File: src/rtl/cond_exec_ctrl.sv
// rtl/cond_exec_ctrl.sv - EXE-stage condition evaluation, NZCV status register and branch squash control
module cond_exec_ctrl #(
  parameter int unsigned FLUSH_LEN    = 2,
  parameter logic [3:0]  STATUS_RESET = 4'b0000
) (
  input  logic       clk,
  input  logic       rst,
  input  logic       freeze,
  input  logic       exe_valid,
  input  logic [3:0] exe_cond,
  input  logic       exe_s,
  input  logic       exe_branch,
  input  logic [3:0] alu_status,
  output logic [3:0] status,
  output logic       exe_commit,
  output logic       branch_taken,
  output logic       squash_active
);

  typedef enum logic {
    RUN    = 1'b0,
    SQUASH = 1'b1
  } state_e;

  state_e     state_q, state_d;
  logic [3:0] cnt_q, cnt_d;
  logic [3:0] status_q, status_d;

  logic flag_n, flag_z, flag_c, flag_v;
  logic cond_pass;
  logic kill;
  logic commit;

  assign flag_n = status_q[3];
  assign flag_z = status_q[2];
  assign flag_c = status_q[1];
  assign flag_v = status_q[0];

  // Condition field decode; uses the registered flags only, never the live ALU flags
  always_comb begin
    cond_pass = 1'b0;
    case (exe_cond)
      4'b0000: cond_pass = flag_z;
      4'b0001: cond_pass = ~flag_z;
      4'b0010: cond_pass = flag_c;
      4'b0011: cond_pass = ~flag_c;
      4'b0100: cond_pass = flag_n;
      4'b0101: cond_pass = ~flag_n;
      4'b0110: cond_pass = flag_v;
      4'b0111: cond_pass = ~flag_v;
      4'b1000: cond_pass = flag_c & ~flag_z;
      4'b1001: cond_pass = ~flag_c | flag_z;
      4'b1010: cond_pass = (flag_n == flag_v);
      4'b1011: cond_pass = (flag_n != flag_v);
      4'b1100: cond_pass = ~flag_z & (flag_n == flag_v);
      4'b1101: cond_pass = flag_z | (flag_n != flag_v);
      4'b1110: cond_pass = 1'b1;
      default: cond_pass = 1'b0;
    endcase
  end

  assign kill   = (state_q == SQUASH);
  assign commit = exe_valid & cond_pass & ~kill & ~freeze;

  // Flag update: only a committed S-bit instruction writes; commit already excludes freeze
  always_comb begin
    status_d = status_q;
    if (commit && exe_s) begin
      status_d = alu_status;
    end
  end

  // Squash FSM next state: a taken branch arms the counter, each valid EXE slot consumes one
  always_comb begin
    state_d = state_q;
    cnt_d   = cnt_q;
    if (!freeze) begin
      case (state_q)
        RUN: begin
          if (commit && exe_branch) begin
            state_d = SQUASH;
            cnt_d   = 4'(FLUSH_LEN);
          end
        end
        SQUASH: begin
          if (exe_valid) begin
            cnt_d = cnt_q - 4'd1;
            if (cnt_q == 4'd1) begin
              state_d = RUN;
            end
          end
        end
        default: begin
          state_d = RUN;
          cnt_d   = '0;
        end
      endcase
    end
  end

  // State registers; reset wins over freeze and over a same-cycle flag write
  always_ff @(posedge clk) begin
    if (rst) begin
      state_q  <= RUN;
      cnt_q    <= '0;
      status_q <= STATUS_RESET;
    end else begin
      state_q  <= state_d;
      cnt_q    <= cnt_d;
      status_q <= status_d;
    end
  end

  assign status        = status_q;
  assign exe_commit    = commit;
  assign branch_taken  = commit & exe_branch;
  assign squash_active = (state_q == SQUASH);

endmodule

File: config.mk
export PLATFORM = sky130hd
export DESIGN_NAME = cond_exec_ctrl
export DESIGN_NICKNAME = d
export VERILOG_FILES = /design/src/rtl/cond_exec_ctrl.sv
export SDC_FILE = /design/constraint.sdc
export NUM_CORES = 1
export LEC_CHECK = 0
export ABC_AREA = 1
export CAP_MARGIN = 30
export CORE_MARGIN = 3
export CORE_UTILIZATION = 46
export DETAILED_ROUTE_END_ITERATION = 16
export PLACE_DENSITY = 0.77
export RECOVER_POWER = 50
export REMOVE_ABC_BUFFERS = 1
export SETUP_SLACK_MARGIN = 0.15
export SLEW_MARGIN = 20
export SYNTH_ARGS = -nofsm -noshare
export SYNTH_HDL_FRONTEND = slang
export SYNTH_SLANG_ARGS = --single-unit
File: constraint.sdc
create_clock -name clk -period 1.5 [get_ports clk]
set_input_delay 0.3 -clock clk [delete_from_list [all_inputs] [get_ports clk]]
set_output_delay 0.3 -clock clk [all_outputs]
set_load 0.01 [all_outputs]
# After elaboration in Yosys (flattened, before gate mapping)

Index checks and enable logic that the tools add are counted.

Register bits: 9

$add $sub $neg: 1
Equality and inequality tests: 19
Mux-type cells: 8
Bitwise logic cells: 14
Reductions and logical operators: 4

Operators with widths:

| cell                                                                | number |
|---|---|
| 4-bit == test (second input constant)                               | 7 |
| 4-bit by 3-bit == test with 1-bit output (second input constant)    | 4 |
| 1-bit one-hot mux with 15 select lines                              | 1 |
| 4-bit by 1-bit == test with 1-bit output (second input constant)    | 2 |
| 4-bit by 2-bit == test with 1-bit output (second input constant)    | 2 |
| 4-bit 2-to-1 mux                                                    | 2 |
| 4-bit one-hot mux with 2 select lines                               | 1 |
| 1-bit AND                                                           | 6 |
| 1-bit NOT                                                           | 6 |
| 4-bit zero test                                                     | 1 |
| 4-bit by 1-bit subtractor with 4-bit output (second input constant) | 1 |
| 1-bit 2-to-1 mux                                                    | 3 |
| 3-bit AND reduction                                                 | 1 |
| 1-bit logical AND                                                   | 2 |
| 2-bit by 1-bit != test with 1-bit output (second input constant)    | 1 |
| 2-bit != test (second input constant)                               | 1 |
| 1-bit OR                                                            | 2 |
| 1-bit one-hot mux with 2 select lines                               | 1 |
| 1-bit == test                                                       | 1 |
| 1-bit != test                                                       | 1 |

# Logic depth before layout (Yosys ltp)

Gate-level depths: netlist (run 1).

Depth after elaboration: 9
Gate-level depth with buffers: 13
Mapped depth without buffers: 13

# Worst setup path after synthesis (run 1)

Ideal clock, no wire load.

Path kind: reg2out
Start: register status_q[0], in the netlist status[0]
End: output port branch_taken
Arrival time: 1.174 ns
Data required time: 1.200 ns
Setup slack: 0.026 ns
Cell stages (with the launch flop): 10
Path buffers: 0
Path through: dfxtp_1 inv_1 nand2_1 nand3_1 nand3_1 nand2_2 nor2_4 nand2_2 nand3_4 inv_1

Word-level cells in the longest chain between the ends: 7
Elaborated cells between the ends (all ways): 10
Those cells by class: 2 x eq/ne; 1 x mux; 7 x bitwise

RTL lines:

| item                                                  | RTL line | RTL |
|---|---|---|
| start: declaration                                    | 27       | `logic [3:0] status_q, status_d;` |
| start signal: assignment                              | 110      | `status_q <= status_d;` |
| 1-bit != test / 1-bit == test (equally long branches) | n/a      |  |
| 1-bit OR / 1-bit AND (equally long branches)          | 56, 55   |  |
| 1-bit one-hot mux with 15 select lines (*)            | 42       | `case (exe_cond)` |
| 1-bit AND (*) (3 in series)                           | 63       | `assign commit = exe_valid & cond_pass & ~kill & ~freeze;` |
| 1-bit AND (*)                                         | 116      | `assign branch_taken = commit & exe_branch;` |
| end: declaration                                      | 16       | `output logic branch_taken,` |

Mark *: on every way between the ends. The rest lies on a longest branch, timed or not.

# Worst setup path after layout (run 1)

Start: register status_q[3], in the netlist status[3]
End: output port branch_taken

Same word-level chain as after synthesis.

==> results.tsv, run 1 <==
metric	value	unit
leakagePower	0.613	nW
fill_cells	83	
dieArea	0.00214	mm²
drc	0	
worst_slack	-0.290	ns
grt_pass1_wl	3610	µm
ctsRootBufferMaster	clkbuf_4	
slowest_delay	0.36	ns
outcome	finished with violations	
yosysTopAreaCell	dfxtp_1	
seq_power_share	0.366	
die_h	46.3	µm
rsz0062_at_grt	true	
critPathRequiredTime	1.20	ns
period_share	1.19	
slew_headroom	0.788	
firstDrtPassIters	4	
report.power.total	0.000711	W
hold_viol	0	
combPwrFrac	0.356	
dpl.cell_count	174	
switching_share	0.336	
path_buf_inv	3	
fin_cells	183	
layout_common_cells	27 x nand2_1, 21 x nor2_1, 19 x buf_4	
wirelength	2370	µm
final_common_cell	nand2_1	
routabilityCongestion	0.883	
clock.fmax	559	MHz
yosys_warnings	0	
grt_overflow_total	0	
io_pins	21	
crit_fanout	4	
ys_types	23	
startpoint_type	flip-flop	
tns	-1.18	ns
cts_buffer_depth	2	
drive_gt1_frac	0.405	
syn_inst	123	
ir_worst_vdd	0.000458	V
clock_power_share	0.278	
crit_chain	inv_4 -> nand2_4 -> nand3_2 -> nand2_2 -> nand2_2 -> nand2_2 -> nor2_4 -> nand2_2 -> nand3_4 -> inv_1 -> buf_2	
wl_per_cell	12.9	µm
rows	13	
clk_latency	0.27	ns
fin_worst_hold_slack	0.517	ns
antenna_left	0	
ys_ff_latch	9	
worst_path_max_delay_cell	dfxtp_4	
fin_nets	185	
crit_arrival	1.49	ns
final-setup-viol-count	10	
htreeDepth	1	
violations	negative setup slack	
die_x	46.3	µm
cts_tree	yes	
seq_area_frac_synth	0.242	
vias	933	
grt_pass1_vias	844	
clk_pin_slew	0.07	ns
syn_avg_cell_area	6.06	µm²
grtUsageTotal	0.239	
critPathTopFamily	simple AND/OR/NAND/NOR gates	
grt_start_max_net_pins	9	
cts_hold_buf	0	
portBuffers	20	
netlist.area_leader.share	0.242	
ys_top_cells_by_area	dfxtp_1 24%, nand2_1 17%, nor2_1 11%	
core_area	0.00142	mm²
worst_slew_pin_slew	0.317	ns
crit_path_end_kind	output port	
min_period	1.79	ns
diodes	0	
antenna_found_initial	0	
fin_skew	0.00235	ns
worstSetupPathType	flip-flop to output port	
cts-buffers-inserted	3	
synth_area	746	µm²
r2r_slack	-0.13	ns
hold_class	flip-flop to flip-flop	
drt_iter0_markers	26	
start_util	0.527	
area_growth	60.9	%
routed_via_density	5.10	
switchingPower	0.000239	W
cap_violations	0	
powerDensity	593	mW/mm²
post-route-cell-area	0.00120	mm²
cp_common_cell	nand2_2	
placed_area	0.00108	mm²
dp_hpwl	1540	µm
maxSlewViolCount	0	
cts_sinks	9	
intPower	0.000472	W
## state kept, by name, indices dropped and copies added (netlist names)
| register | count |
|---|---|
| squash_active | 1 |
| cnt_q | 4 |
| status | 4 |
## synthesized netlist by cell type, drive strengths merged
master / instances
a21boi: 2
a21oi: 5
clkinv: 1
dfxtp: 9
ha: 2
inv: 19
nand2: 39
nand3: 13
nand4: 1
nor2: 26
nor3: 2
o21ai: 3
xnor2: 1
## cells by family after synthesis
kind of cell,Yosys count,synth area share
buf+inv,20,0.102
fa+ha+maj,2,0.0336
simple gates,81,0.507
xor+xnor,1,0.0117
flops,9,0.242
compound gates,10,0.104
## worst paths after layout
check	start	endpoint	cells past startpoint
setup / recovery	status[3]$_SDFFE_PP0P_	branch_taken	11
hold / removal	cnt_q[1]$_SDFFE_PP0P_	cnt_q[1]$_SDFFE_PP0P_	2
setup reg to reg	status[3]$_SDFFE_PP0P_	cnt_q[3]$_SDFFE_PP0P_	14
hold reg to reg	cnt_q[1]$_SDFFE_PP0P_	cnt_q[1]$_SDFFE_PP0P_	2
## power by group through the flow
stage / logic (W) / registers, W / clock network [W]
final: 0.000253 / 0.000260 / 0.000198
after global routing: 0.000276 / 0.000262 / 0.000203
after CTS: 0.000240 / 0.000260 / 0.000190
after detailed placement: 0.000221 / 0.000265 / 0
after global placement: 0.000215 / 0.000265 / 0
after floorplan: 0.000111 / 0.000267 / 0
## area by class of cell
class,count,area (µm²),area share
clock buffer,4,26.3,0.0219
sequential,9,190,0.158
inverter,20,81.3,0.0678
multi-input combinational,94,552,0.460
timing repair buffer,41,332,0.276
tap,15,18.8,0.0156
## what timing repair did
item / 4_1_cts / 5_1_grt
endpoints found under the setup margin: 16 / 12
cloned: 0 / 0
pin swaps: 4 / 5
buffers inserted: 4 / 1
gates resized for setup: 44 / 13
## worst register-to-register path: stages, from the launching register on
cell and delay (ns):
dfxtp_4 0.36, inv_4 0.07, nand2_4 0.06, nand3_2 0.07, nand2_2 0.06, nand2_2 0.07
nand2_2 0.07, nor2_4 0.14, nand2_2 0.09, nand3_4 0.07, buf_4 0.10, buf_6 0.12
nand2_4 0.06, nor2_1 0.13, nor2_2 0.06
## metrics by stage
stage	worst slack (ns)	utilization
6_report	-0.290	0.848
5_1_grt	-0.351	0.848
4_1_cts	-0.253	0.840
3_5_place_dp	-0.929	0.767
3_3_place_gp	-0.870	0.767
2_1_floorplan	0.0257	-
## per-layer routing
| metal | track usage | part of all wire | wire, µm |
|---|---|---|---|
| met4 | 0.108 | 0.030 | 71 |
| met1 | 0.251 | 0.40 | 942 |
| met3 | 0.0352 | 0.048 | 113 |
| met5 | 0 | 0 | 0 |
| met2 | 0.456 | 0.52 | 1240 |
(Power assumes the default switching activity.)
==> run 2, diff against run 1 <==
Settings changed: ABC_AREA 1 to not set.
==> run 2 against run 1 <==
Effect of this change: the run still ends with negative setup slack left; synthesized cell count down 30%; via count increased by 5.3%; first-iteration DRC count increased by 31%; area after synthesis grew 0.17%; design area increased by 10%; sequential power down 4%; die area is 0.13% higher; non-clock buffer count increased by 8; count of clock-buffer cells in the layout decreased by 1; register-to-register slack worse by 0.35 ns; global-route usage rose by 7.5 points; critical endpoint is now exe_commit.
==> results.tsv, run 2 <==
metric	value	unit	change
crit_arrival	1.84	ns	was 1.49 ns
fill_cells	49		was 83
drt_iter0_markers	34		was 26
diodes	0		unchanged
htreeDepth	1		unchanged
r2r_end	status[2]$_SDFFE_PP0P_		was cnt_q[3]$_SDFFE_PP0P_
routed_via_density	6.55		was 5.10
worstSetupPathType	primary input to output port		was flip-flop to output port
r2r_slack	-0.48	ns	was -0.13 ns
maxSlewViolCount	0		unchanged
period_share	1.43		was 1.19
min_to	cnt_q[2]$_SDFFE_PP0P_		was cnt_q[1]$_SDFFE_PP0P_
fin_nets	152		was 185
slew_headroom	0.721		was 0.788
cap_violations	0		unchanged
hold_class	flip-flop to flip-flop		unchanged
cts_hold_buf	0		unchanged
grt_pass1_vias	965		was 844
crit_fanout	11		was 4
layout_common_cells	23 x buf_4, 9 x clkdlybuf4s50_1, 8 x buf_6		was 27 x nand2_1, 21 x nor2_1, 19 x buf_4
syn_inst	86		was 123
dieArea	0.00214	mm²	about the same
outcome	finished with violations		unchanged
critPathRequiredTime	1.20	ns	about the same
yosys_warnings	0		unchanged
firstDrtPassIters	4		unchanged
violations	negative setup slack		unchanged
multi_input_comb_area	624	µm²	was 552 µm²
hold_viol	0		unchanged
yosys-top-cells-count	9 x dfxtp_1, 6 x mux2i_1, 6 x nand2b_1		was 33 x nand2_1, 22 x nor2_1, 17 x inv_1
drc	0		unchanged
grt_overflow_total	0		unchanged
rows	13		unchanged
antenna_left	0		unchanged
min_from	cnt_q[2]$_SDFFE_PP0P_		was cnt_q[1]$_SDFFE_PP0P_
io_pins	21		unchanged
leakagePower	0.522	nW	was 0.613 nW
wirelength	3580	µm	was 2370 µm
cts_tree	yes		unchanged
die_h	46.3	µm	about the same
worst_slack	-0.641	ns	was -0.290 ns
min_period	2.14	ns	was 1.79 ns
syn_avg_cell_area	8.69	µm²	was 6.06 µm²
synth_most_common_cell	dfxtp_1		was nand2_1
cts_buffer_depth	2		unchanged
synth_edf_count	0		unchanged
cts_sinks	9		unchanged
final_common_cell	buf_4		was nand2_1
clk_pin_slew	0.06	ns	was 0.07 ns
core_area	0.00142	mm²	unchanged
rsz0062_at_grt	true		unchanged
vias	982		was 933
ir_worst_vdd	0.000736	V	was 0.000458 V
fin_skew	0.00243	ns	was 0.00235 ns
grt_start_max_net_pins	12		was 9
ys_types	37		was 23
ys_top_cells_by_area	dfxtp_1 24%, mux2i_1 8.0%, and4bb_2 6.7%		was dfxtp_1 24%, nand2_1 17%, nor2_1 11%
netlist.area_leader.share	0.241		was 0.242
whs_path_depth	2		unchanged
ctsRootBufferMaster	clkbuf_4		unchanged
pre_cts_ws	-1.22	ns	was -0.929 ns
dp_hpwl	1470	µm	was 1540 µm
synth_area	747	µm²	was 746 µm²
grtUsageTotal	0.315		was 0.239
start_util	0.528		was 0.527
routabilityCongestion	0.833		was 0.883
die_x	46.3	µm	about the same
worst_slew_pin_slew	0.415	ns	was 0.317 ns
ys_ff_latch	9		unchanged
clock.fmax	467	MHz	was 559 MHz
clk_latency	0.27	ns	about the same
seq_area_frac_synth	0.241		was 0.242
antenna_found_initial	0		unchanged
grt_pass1_wl	4640	µm	was 3610 µm
startpoint_type	primary input		was flip-flop
wl_per_cell	23.9	µm	was 12.9 µm
tns	-5.12	ns	was -1.18 ns
yosysTopAreaCell	dfxtp_1		unchanged
ys.flop_type	dfxtp_1		unchanged
final-setup-viol-count	11		was 10
powerDensity	515	mW/mm²	was 593 mW/mm²
r2r-start	status[3]$_SDFFE_PP0P_		unchanged
cts-buffers-inserted	3		unchanged
crit_path_end_kind	output port		unchanged
portBuffers	20		unchanged
seq_area	195	µm²	was 190 µm²
area_growth	76.7	%	was 60.9%
synthArstFlopShare	0		unchanged
drive_gt1_frac	0.496		was 0.405
r2r_cells	10		was 14
[run 2: cell types whose count changed after synthesis, sizes merged, moves of 6 or more]
cell and delta:
nand2 -37, nor2 -21, inv -13, nand3 -13, mux2i +6, nand2b +6
[run 2: layer usage]
layer,up-vias,part of all wire,GRT usage,wire length (µm)
met2,69,0.47,0.508,1700
met5,-,0,0,0
met1,469,0.40,0.351,1420
li1,421,-,-,-
met3,23,0.085,0.102,305
met4,0,0.043,0.199,153
[run 2: repair_timing]
action | in CTS | in global routing
setup buffers | 8 | 2
pin swaps | 13 | 11
hold endpoints to repair | 0 | 0
endpoints found under the setup margin | 16 | 16
resized for setup | 55 | 13
[run 2: cells by family after synthesis]
group / after synthesis / synth area share
multiplexers: 6 / 0.0804
XOR/XNOR: 1 / 0.0117
AND/OR/NAND/NOR: 37 / 0.345
AO/OA/AOI/OAI: 21 / 0.224
buffers and inverters: 10 / 0.0636
flip-flops: 9 / 0.241
adder cells (fa/ha/maj): 2 / 0.0335
[run 2: final cells by class]
cell class,instances,share of cell area
multi-input cells,67,0.473
clock inverters,1,0.00379
repair buffers,49,0.327
well taps,15,0.0142
clock buffers,3,0.0171
inverters,6,0.0171
flip-flops and latches,9,0.148
[run 2: critical path: stages]
cell and delay (ns):
clkdlybuf4s15_2 0.32, and4bb_2 0.29, mux2i_1 0.19, a311oi_2 0.12, buf_4 0.17, o31a_1 0.30, buf_2 0.14
[run 2: per-stage QoR]
step	power [W]	std cells	instance area, µm²	hold WS, ns	util
after floorplan	0.000319	82	722	0.369	-
after global placement	0.000417	136	1080	0.503	0.766
after detailed placement	0.000421	136	1080	0.508	0.766
after CTS	0.000648	148	1290	0.535	0.910
after global routing	0.000705	150	1320	0.619	0.933
final	0.000680	150	1320	0.593	0.933
[run 2: how the worst max path moves through the flow]
| stage | from | endpoint | slack (ns) | cells after the start |
|---|---|---|---|---|
| finish | exe_cond[0] | exe_commit | -0.64 | 7 |
| global route | status[3]$_SDFFE_PP0P_ | branch_taken | -0.70 | 7 |
| CTS | status[0]$_SDFFE_PP0P_ | branch_taken | -0.60 | 7 |
| detailed placement | exe_cond[0] | branch_taken | -1.22 | 7 |
| global placement | exe_cond[0] | branch_taken | -1.18 | 7 |
| floorplan | status[3]$_SDFFE_PP0P_ | branch_taken | -0.29 | 5 |
[run 2: report_power, final]
part / switching (W) / internal (W)
clock network: 0.0000989 / 0.0000989
logic: 0.000110 / 0.000123
registers: 0.00000926 / 0.000239
==> run 3, diff against run 2 <==
Settings changed: CTS_CLUSTER_DIAMETER set to 200.
==> results of run 3 <==
No change in the layout: final DEF, timing and power equal those of run 2.
